[src/rtl/hazard_pkg.sv]
// Shared definitions for the hazard controller: RV32 opcodes, forwarding
// select encodings, FSM states and the source-register usage decode.
package hazard_pkg;

  localparam logic [6:0] OP_R      = 7'b0110011;
  localparam logic [6:0] OP_I      = 7'b0010011;
  localparam logic [6:0] OP_LOAD   = 7'b0000011;
  localparam logic [6:0] OP_STORE  = 7'b0100011;
  localparam logic [6:0] OP_BRANCH = 7'b1100011;
  localparam logic [6:0] OP_JAL    = 7'b1101111;
  localparam logic [6:0] OP_JALR   = 7'b1100111;
  localparam logic [6:0] OP_LUI    = 7'b0110111;
  localparam logic [6:0] OP_AUIPC  = 7'b0010111;

  typedef enum logic [1:0] {
    FWD_RF  = 2'b00,
    FWD_WB  = 2'b01,
    FWD_MEM = 2'b10
  } fwd_sel_e;

  typedef enum logic [1:0] {
    ST_IDLE   = 2'b00,
    ST_LSTALL = 2'b01,
    ST_MWAIT  = 2'b10
  } hz_state_e;

  // Returns {uses_rs2, uses_rs1}; unknown opcodes use neither.
  function automatic logic [1:0] src_usage(input logic [6:0] op);
    logic [1:0] u;
    u = 2'b00;
    case (op)
      OP_R, OP_STORE, OP_BRANCH: u = 2'b11;
      OP_I, OP_LOAD, OP_JALR:    u = 2'b01;
      default:                   u = 2'b00;
    endcase
    return u;
  endfunction

endpackage

[src/rtl/hazard_ctrl_if.sv]
// Pipeline <-> hazard controller signal bundle. The pipeline side is the
// master modport, the controller the slave.
interface hazard_ctrl_if #(
  parameter int N     = 32,
  parameter int REG_W = 5
);
  logic [N-1:0]     id_instr;
  logic             idex_memread;
  logic [REG_W-1:0] idex_rd;
  logic [REG_W-1:0] idex_rs1;
  logic [REG_W-1:0] idex_rs2;
  logic [REG_W-1:0] exmem_rd;
  logic             exmem_regwrite;
  logic [REG_W-1:0] memwb_rd;
  logic             memwb_regwrite;
  logic             branch_taken;
  logic             mem_busy;
  logic             pc_write;
  logic             ifid_write;
  logic             pipe_hold;
  logic             ctrl_select;
  logic             ifid_flush;
  logic [1:0]       fwd_a;
  logic [1:0]       fwd_b;

  modport master (
    output id_instr, idex_memread, idex_rd, idex_rs1, idex_rs2,
           exmem_rd, exmem_regwrite, memwb_rd, memwb_regwrite,
           branch_taken, mem_busy,
    input  pc_write, ifid_write, pipe_hold, ctrl_select, ifid_flush,
           fwd_a, fwd_b
  );

  modport slave (
    input  id_instr, idex_memread, idex_rd, idex_rs1, idex_rs2,
           exmem_rd, exmem_regwrite, memwb_rd, memwb_regwrite,
           branch_taken, mem_busy,
    output pc_write, ifid_write, pipe_hold, ctrl_select, ifid_flush,
           fwd_a, fwd_b
  );
endinterface

[src/rtl/hazard_ctrl_fwd.sv]
// EX-stage forwarding select for one source operand; EX/MEM beats MEM/WB.
module fwd_unit
  import hazard_pkg::*;
#(
  parameter int REG_W = 5
) (
  input  logic [REG_W-1:0] i_src,
  input  logic [REG_W-1:0] i_exmem_rd,
  input  logic             i_exmem_regwrite,
  input  logic [REG_W-1:0] i_memwb_rd,
  input  logic             i_memwb_regwrite,
  output fwd_sel_e         o_sel
);

  always_comb begin
    o_sel = FWD_RF;
    if (i_exmem_regwrite && (i_exmem_rd != '0) && (i_exmem_rd == i_src))
      o_sel = FWD_MEM;
    else if (i_memwb_regwrite && (i_memwb_rd != '0) && (i_memwb_rd == i_src))
      o_sel = FWD_WB;
  end

endmodule

[src/rtl/hazard_ctrl.sv]
// Load-use / branch-flush / memory-freeze controller with EX forwarding.
// Optional HAZARD_STATS_EN adds stall_cycles and flush_count outputs.
module hazard_ctrl
  import hazard_pkg::*;
#(
  parameter int N        = 32,
  parameter int REG_W    = 5,
  parameter int LOAD_LAT = 1
) (
  input  logic         clk,
  input  logic         rst_n,
  hazard_ctrl_if.slave bus
`ifdef HAZARD_STATS_EN
  ,
  output logic [31:0]  stall_cycles,
  output logic [31:0]  flush_count
`endif
);

  localparam int CNT_W = 3;

  if (N < 25 || REG_W != 5) begin : g_param_chk
    $error("hazard_ctrl: N must hold an RV32 instruction and REG_W must be 5");
  end
  if (LOAD_LAT < 1 || LOAD_LAT > 7) begin : g_lat_chk
    $error("hazard_ctrl: LOAD_LAT must be 1..7");
  end

  hz_state_e        r_state, w_state_nxt;
  logic [CNT_W-1:0] r_cnt, w_cnt_nxt;

  logic [6:0]       w_opcode;
  logic [REG_W-1:0] w_rs1, w_rs2;
  logic [1:0]       w_use;
  logic             w_hazard;
  logic             w_idle_eval;
  logic             w_pc, w_ifid, w_hold, w_ctrl, w_flush;
  fwd_sel_e         w_fwd_a, w_fwd_b;

  assign w_opcode = bus.id_instr[6:0];
  assign w_rs1    = bus.id_instr[19:15];
  assign w_rs2    = bus.id_instr[24:20];
  assign w_use    = src_usage(w_opcode);
  assign w_hazard = bus.idex_memread && (bus.idex_rd != '0) &&
                    ((w_use[0] && (bus.idex_rd == w_rs1)) ||
                     (w_use[1] && (bus.idex_rd == w_rs2)));

  always_ff @(posedge clk or negedge rst_n) begin
    if (!rst_n) begin
      r_state <= ST_IDLE;
      r_cnt   <= '0;
    end else begin
      r_state <= w_state_nxt;
      r_cnt   <= w_cnt_nxt;
    end
  end

  // MWAIT's release cycle falls through to the IDLE decision so a
  // lingering load-use hazard stalls without a lost cycle.
  always_comb begin
    w_state_nxt = r_state;
    w_cnt_nxt   = r_cnt;
    w_pc        = 1'b1;
    w_ifid      = 1'b1;
    w_hold      = 1'b0;
    w_ctrl      = 1'b1;
    w_flush     = 1'b0;
    w_idle_eval = 1'b0;

    case (r_state)
      ST_IDLE: w_idle_eval = 1'b1;
      ST_LSTALL: begin
        if (bus.mem_busy) begin
          w_pc = 1'b0; w_ifid = 1'b0; w_hold = 1'b1;
          w_state_nxt = ST_MWAIT;
          w_cnt_nxt   = '0;
        end else if (bus.branch_taken) begin
          w_flush = 1'b1; w_ctrl = 1'b0;
          w_state_nxt = ST_IDLE;
          w_cnt_nxt   = '0;
        end else begin
          w_pc = 1'b0; w_ifid = 1'b0; w_ctrl = 1'b0;
          if (r_cnt <= CNT_W'(1)) begin
            w_state_nxt = ST_IDLE;
            w_cnt_nxt   = '0;
          end else begin
            w_cnt_nxt = r_cnt - CNT_W'(1);
          end
        end
      end
      ST_MWAIT: begin
        if (bus.mem_busy) begin
          w_pc = 1'b0; w_ifid = 1'b0; w_hold = 1'b1;
        end else begin
          w_state_nxt = ST_IDLE;
          w_idle_eval = 1'b1;
        end
      end
      default: begin
        w_state_nxt = ST_IDLE;
        w_cnt_nxt   = '0;
      end
    endcase

    if (w_idle_eval) begin
      if (bus.mem_busy) begin
        w_pc = 1'b0; w_ifid = 1'b0; w_hold = 1'b1;
        w_state_nxt = ST_MWAIT;
      end else if (bus.branch_taken) begin
        w_flush = 1'b1; w_ctrl = 1'b0;
      end else if (w_hazard) begin
        w_pc = 1'b0; w_ifid = 1'b0; w_ctrl = 1'b0;
        w_cnt_nxt   = CNT_W'(LOAD_LAT - 1);
        w_state_nxt = (LOAD_LAT > 1) ? ST_LSTALL : ST_IDLE;
      end
    end

    if (!rst_n) begin
      w_pc = 1'b1; w_ifid = 1'b1; w_hold = 1'b0; w_ctrl = 1'b1; w_flush = 1'b0;
    end
  end

  fwd_unit #(.REG_W(REG_W)) u_fwd_a (
    .i_src            (bus.idex_rs1),
    .i_exmem_rd       (bus.exmem_rd),
    .i_exmem_regwrite (bus.exmem_regwrite),
    .i_memwb_rd       (bus.memwb_rd),
    .i_memwb_regwrite (bus.memwb_regwrite),
    .o_sel            (w_fwd_a)
  );

  fwd_unit #(.REG_W(REG_W)) u_fwd_b (
    .i_src            (bus.idex_rs2),
    .i_exmem_rd       (bus.exmem_rd),
    .i_exmem_regwrite (bus.exmem_regwrite),
    .i_memwb_rd       (bus.memwb_rd),
    .i_memwb_regwrite (bus.memwb_regwrite),
    .o_sel            (w_fwd_b)
  );

  assign bus.pc_write    = w_pc;
  assign bus.ifid_write  = w_ifid;
  assign bus.pipe_hold   = w_hold;
  assign bus.ctrl_select = w_ctrl;
  assign bus.ifid_flush  = w_flush;
  assign bus.fwd_a       = rst_n ? w_fwd_a : FWD_RF;
  assign bus.fwd_b       = rst_n ? w_fwd_b : FWD_RF;

`ifdef HAZARD_STATS_EN
  logic [31:0] r_stall_cycles, r_flush_count;
  logic        w_stall_evt;

  assign w_stall_evt = (r_state == ST_LSTALL) || (r_state == ST_MWAIT) ||
                       ((r_state == ST_IDLE) && !bus.mem_busy &&
                        !bus.branch_taken && w_hazard);

  always_ff @(posedge clk or negedge rst_n) begin
    if (!rst_n) begin
      r_stall_cycles <= '0;
      r_flush_count  <= '0;
    end else begin
      if (w_stall_evt && (r_stall_cycles != '1))
        r_stall_cycles <= r_stall_cycles + 32'd1;
      if (w_flush && (r_flush_count != '1))
        r_flush_count <= r_flush_count + 32'd1;
    end
  end

  assign stall_cycles = r_stall_cycles;
  assign flush_count  = r_flush_count;
`endif

endmodule

[src/flat_wrapper.sv]
// flat-port wrapper written by rule: the top's interface ports become plain ports
module hazard_ctrl_flat import hazard_pkg::*;
#(
  parameter int N        = 32,
  parameter int REG_W    = 5,
  parameter int LOAD_LAT = 1
)
  (clk, rst_n, bus_id_instr, bus_idex_memread, bus_idex_rd, bus_idex_rs1, bus_idex_rs2, bus_exmem_rd, bus_exmem_regwrite, bus_memwb_rd, bus_memwb_regwrite, bus_branch_taken, bus_mem_busy, bus_pc_write, bus_ifid_write, bus_pipe_hold, bus_ctrl_select, bus_ifid_flush, bus_fwd_a, bus_fwd_b);
  hazard_ctrl_if #(.N(N), .REG_W(REG_W)) bus_i ();
  input  logic clk;
  input  logic rst_n;
  input wire logic [$bits(bus_i.id_instr)-1:0] bus_id_instr;
  input wire logic [$bits(bus_i.idex_memread)-1:0] bus_idex_memread;
  input wire logic [$bits(bus_i.idex_rd)-1:0] bus_idex_rd;
  input wire logic [$bits(bus_i.idex_rs1)-1:0] bus_idex_rs1;
  input wire logic [$bits(bus_i.idex_rs2)-1:0] bus_idex_rs2;
  input wire logic [$bits(bus_i.exmem_rd)-1:0] bus_exmem_rd;
  input wire logic [$bits(bus_i.exmem_regwrite)-1:0] bus_exmem_regwrite;
  input wire logic [$bits(bus_i.memwb_rd)-1:0] bus_memwb_rd;
  input wire logic [$bits(bus_i.memwb_regwrite)-1:0] bus_memwb_regwrite;
  input wire logic [$bits(bus_i.branch_taken)-1:0] bus_branch_taken;
  input wire logic [$bits(bus_i.mem_busy)-1:0] bus_mem_busy;
  output wire logic [$bits(bus_i.pc_write)-1:0] bus_pc_write;
  output wire logic [$bits(bus_i.ifid_write)-1:0] bus_ifid_write;
  output wire logic [$bits(bus_i.pipe_hold)-1:0] bus_pipe_hold;
  output wire logic [$bits(bus_i.ctrl_select)-1:0] bus_ctrl_select;
  output wire logic [$bits(bus_i.ifid_flush)-1:0] bus_ifid_flush;
  output wire logic [$bits(bus_i.fwd_a)-1:0] bus_fwd_a;
  output wire logic [$bits(bus_i.fwd_b)-1:0] bus_fwd_b;
  assign bus_i.id_instr = bus_id_instr;
  assign bus_i.idex_memread = bus_idex_memread;
  assign bus_i.idex_rd = bus_idex_rd;
  assign bus_i.idex_rs1 = bus_idex_rs1;
  assign bus_i.idex_rs2 = bus_idex_rs2;
  assign bus_i.exmem_rd = bus_exmem_rd;
  assign bus_i.exmem_regwrite = bus_exmem_regwrite;
  assign bus_i.memwb_rd = bus_memwb_rd;
  assign bus_i.memwb_regwrite = bus_memwb_regwrite;
  assign bus_i.branch_taken = bus_branch_taken;
  assign bus_i.mem_busy = bus_mem_busy;
  assign bus_pc_write = bus_i.pc_write;
  assign bus_ifid_write = bus_i.ifid_write;
  assign bus_pipe_hold = bus_i.pipe_hold;
  assign bus_ctrl_select = bus_i.ctrl_select;
  assign bus_ifid_flush = bus_i.ifid_flush;
  assign bus_fwd_a = bus_i.fwd_a;
  assign bus_fwd_b = bus_i.fwd_b;
  hazard_ctrl #(.N(N), .REG_W(REG_W), .LOAD_LAT(LOAD_LAT)) u_core (.clk(clk), .rst_n(rst_n), .bus(bus_i));
endmodule
[config.mk]
export PLATFORM = sky130hd
export DESIGN_NAME = hazard_ctrl_flat
export DESIGN_NICKNAME = d
export VERILOG_FILES = /design/src/rtl/hazard_pkg.sv /design/src/rtl/hazard_ctrl_if.sv /design/src/rtl/hazard_ctrl_fwd.sv /design/src/rtl/hazard_ctrl.sv /design/src/flat_wrapper.sv
export SDC_FILE = /design/constraint.sdc
export NUM_CORES = 1
export LEC_CHECK = 0
export ABC_CLOCK_PERIOD_IN_PS = 1800
export BUFFER_PORTS_ARGS = -buffer_cell sky130_fd_sc_hd__buf_2
export CAP_MARGIN = 20
export CORE_MARGIN = 5
export CORE_UTILIZATION = 34
export DETAILED_ROUTE_END_ITERATION = 10
export GPL_TIMING_DRIVEN = 0
export MAX_ROUTING_LAYER = met4
export PLACE_DENSITY = 0.83
export SLEW_MARGIN = 25
export SYNTH_ARGS = -nofsm -noshare
export SYNTH_HDL_FRONTEND = slang
export SYNTH_SLANG_ARGS = --single-unit
[constraint.sdc]
create_clock -name clk -period 1.8 [get_ports clk]
set_clock_uncertainty 0.2 [all_clocks]
set_input_delay 0.18 -clock clk [delete_from_list [all_inputs] [get_ports clk]]
set_output_delay 0.18 -clock clk [all_outputs]
set_load 0.01 [all_outputs]
==> results.txt <==
----------------------------------------------------
[Outcome]
  Result of the run ... finished with violations
  Violations in the final reports ... negative setup slack

[Finish]
  Final Instance Count excl. Fillers ... 220
  Layout Nets ... 259
  Synth-to-layout area growth ... 73.1%
  Final Cell Area ... 1660 µm²
  Antenna diode count ... 0
  Layout cells sized above 1 ... 55.6%

[Critical path]
  Required time reported for the critical path endpoint ... 1420 ps
  Arrival time at the worst endpoint ... 1670 ps
  Startpoint of the lowest-slack register-to-register path ... u_core.r_state[0]$_DFF_PN0_
  Critical path class ... reg -> out
  Crit. End Element ... output port
  Worst Path Max Fanout ... 3
  Terminus of the critical flop-to-flop path ... u_core.r_state[0]$_DFF_PN0_
  Worst R2R Path Depth ... 5
  Element type at the critical path start ... flip-flop
  Worst-case register-to-register setup slack ... -160 ps

[Place]
  Count of buffers inserted at the top-level ports ... 57
  Total cell area at the placement stage ... 1340 µm²
  Placed cell count ... 205
  Placer congestion estimate ... 0.873
  Post-DP HPWL ... 2.42 mm

[STA]
  Remaining max-slew budget at the tightest pin ... 64.8%
  Worst-Margin Slew ... 526 ps
  Final critical-path setup slack ... -246 ps
  Unrepaired setup endpoints after global routing ... yes
  # setup viols final ... 13
  Fmax ... 0.489 GHz
  Final count of hold timing violations ... 0
  Count of pins over their slew limit ... 0
  Worst hold slack across all endpoints ... 96.2 ps
  Share of the clock period used by the worst path after layout ... 114%
  Final critical delay including setup and external delays ... 2050 ps

[Clocking]
  TritonCTS buffer count ... 3
  H-Tree Level Count ... 1
  Sink Count ... 5
  Maximum buffer depth of the clock tree ... 2
  Clock input transition at the sequential cells of the worst setup and hold paths ... 60 ps
  TritonCTS clock tree ... done
  Clk_lat worst skew ... 250 ps
  Clk root buf ... clkbuf_4

[Route]
  DR iter-0 viols ... 56
  Total number of vias ... 1219
  Number of detailed-routing iterations run before antenna repair ... 4
  Routed wire length per instance ... 16.6 µm
  Vias per cell ... 5.54
  Remaining routing DRC violations ... 0
  Total routed wirelength ... 3.65 mm
  ANT nets after route ... 0

[Die]
  Boundary pin count ... 73
  Die height ... 63.1 µm
  Area inside the core boundary ... 2730 µm²
  Horizontal extent of the die ... 63.1 µm
  Row count ... 19
  Initial cell density of the core ... 35.1%
  Total die area ... 3980 µm²

[Global route]
  Largest net degree at the start of global routing ... 10
  Remaining Overflow, GRT ... 0
  Vias in the first global route ... 1276
  Global Route Usage Sum ... 17.5%
  Initial antenna violation count ... 0
  Wire length of the first global-routing pass ... 5.63 mm

[Synthesis]
  Post-synth net total ... 186
  Yosys reg bits ... 5
  Post-synthesis instance area ... 960 µm²
  Number of standard cells after synthesis ... 117
  Most area-consuming cells after synthesis ... xor2_1, dfrtp_1, xnor2_1, ha_1, a2111oi_4
  Cell type with the highest aggregate area in the netlist ... xor2_1
  Primary flip-flop cell chosen by synthesis mapping ... dfrtp_1
  Top-area cell type share of the netlist area ... 18.3%
  Number of enable-type register cells in the synthesized netlist ... 0
  Mapped Avg Cell Area ... 8.20 µm²
  Async set-reset flop share out of synthesis ... 100%
  Number of library cell types mapped by synthesis ... 37
  Synthesis warning total ... 0
  Proportion of synthesized chip area in sequential cells ... 13.0%

[Job]
  Max-Cap Viols ... 0

[Pwr]
  Final Power ... 931 µW
  Total power per unit cell area ... 560 nW/µm²
  Leakage dissipation ... 0.000708 µW
  Worst IR drop on VDD ... 581 µV

[Min path]
  Hold-critical path endpoint ... u_core.r_state[1]$_DFF_PN0_
  Min-delay worst type ... in -> reg
  Worst Hold Launch ... bus_mem_busy
  Number of instances on the worst hold path ... 3

----------------------------------------------------
[layer usage]
layer	part of all wire, %	GRT usage [%]	wire length, µm
met1	34	17.1	1250
met2	55	34.4	2030
met3	8.2	3.91	301
met4	2.0	4.24	72
met5	0	-	0
[through the flow]
step                utilization [%]  TNS (ps)  setup WS, ps
global route                   60.8     -2000          -302
finish                         60.8     -1420          -246
floorplan                         -      -127         -87.4
CTS                            57.8     -1070          -228
global placement               48.9     -2420          -342
detailed placement             48.9     -2420          -349
[state kept, by name, indices dropped and copies added (netlist names)]
| register | flops |
|---|---|
| u_core.r_cnt | 3 |
| u_core.r_state | 2 |
[worst max-delay path by stage]
stage	from	end	cells past startpoint
after global routing	u_core.r_state[0]$_DFF_PN0_	bus_pc_write	6
after global placement	bus_idex_rd[1]	bus_pc_write	8
after floorplan	bus_idex_rd[1]	bus_pc_write	5
final	u_core.r_state[0]$_DFF_PN0_	bus_pc_write	6
after detailed placement	bus_idex_rd[1]	bus_pc_write	8
after CTS	u_core.r_state[1]$_DFF_PN0_	bus_pc_write	7
[what timing repair did]
| item | 4_1_cts | 5_1_grt |
|---|---|---|
| pin swaps | 23 | 12 |
| setup endpoints to repair | 14 | 14 |
| hold endpoints to repair | 5 | 0 |
| buffers inserted | 11 | 0 |
| hold buffers | 1 | 0 |
| resized for setup | 30 | 19 |
[cells in the final DEF, fill, tap and decap left out, types with 4 or more instances in the layout]
cell type	n
a21oi_1	4
buf_6	10
xor2_1	19
inv_1	5
dfrtp_1	4
buf_4	10
nor2_1	5
buf_2	47
o21ai_0	4
xnor2_1	11
[cell usage after synthesis, types with 4 or more instances]
master     n
inv_1      7
nor2_1     7
ha_1       5
nand2_1    4
o21ai_0    5
a21oi_1    7
xor2_1    20
or4_1      5
xnor2_1   11
a211oi_1   4
nor4_1     5
dfrtp_1    5
[cell type report]
cell class / instances / area (µm²)
repair buffers: 69 / 455
multi-input cells: 103 / 978
inverters: 7 / 28.8
plain buffers: 1 / 7.51
fillers: 236 / 1070
clock buffers: 4 / 26.3
well taps: 31 / 38.8
flip-flops and latches: 5 / 126
[kinds of logic (layout without fill, tap and decap cells)]
| kind of cell | Yosys count | in the layout | share of synthesized area, % |
|---|---|---|---|
| simple gates | 40 | 40 | 25.2 |
| xor+xnor | 31 | 31 | 28.3 |
| compound gates | 27 | 27 | 23.1 |
| buf+inv | 9 | 81 | 3.91 |
| fa+ha+maj | 5 | 5 | 6.52 |
| flops | 5 | 5 | 13.0 |
[where the power goes]
part / internal (µW) / total (µW) / switching [µW] / leakage, µW
clock network: 84.5 / 142 / 57.4 / 0.0000150
logic: 312 / 647 / 335 / 0.000626
registers: 127 / 141 / 14.8 / 0.0000667
[critical path, cell delays in order (launching register included)]
cell      delay [ps]
dfrtp_1          400
inv_2            130
ha_4             220
and3b_1          180
o311ai_2         240
buf_4            160
buf_6             90
(Power assumes the default switching activity.)
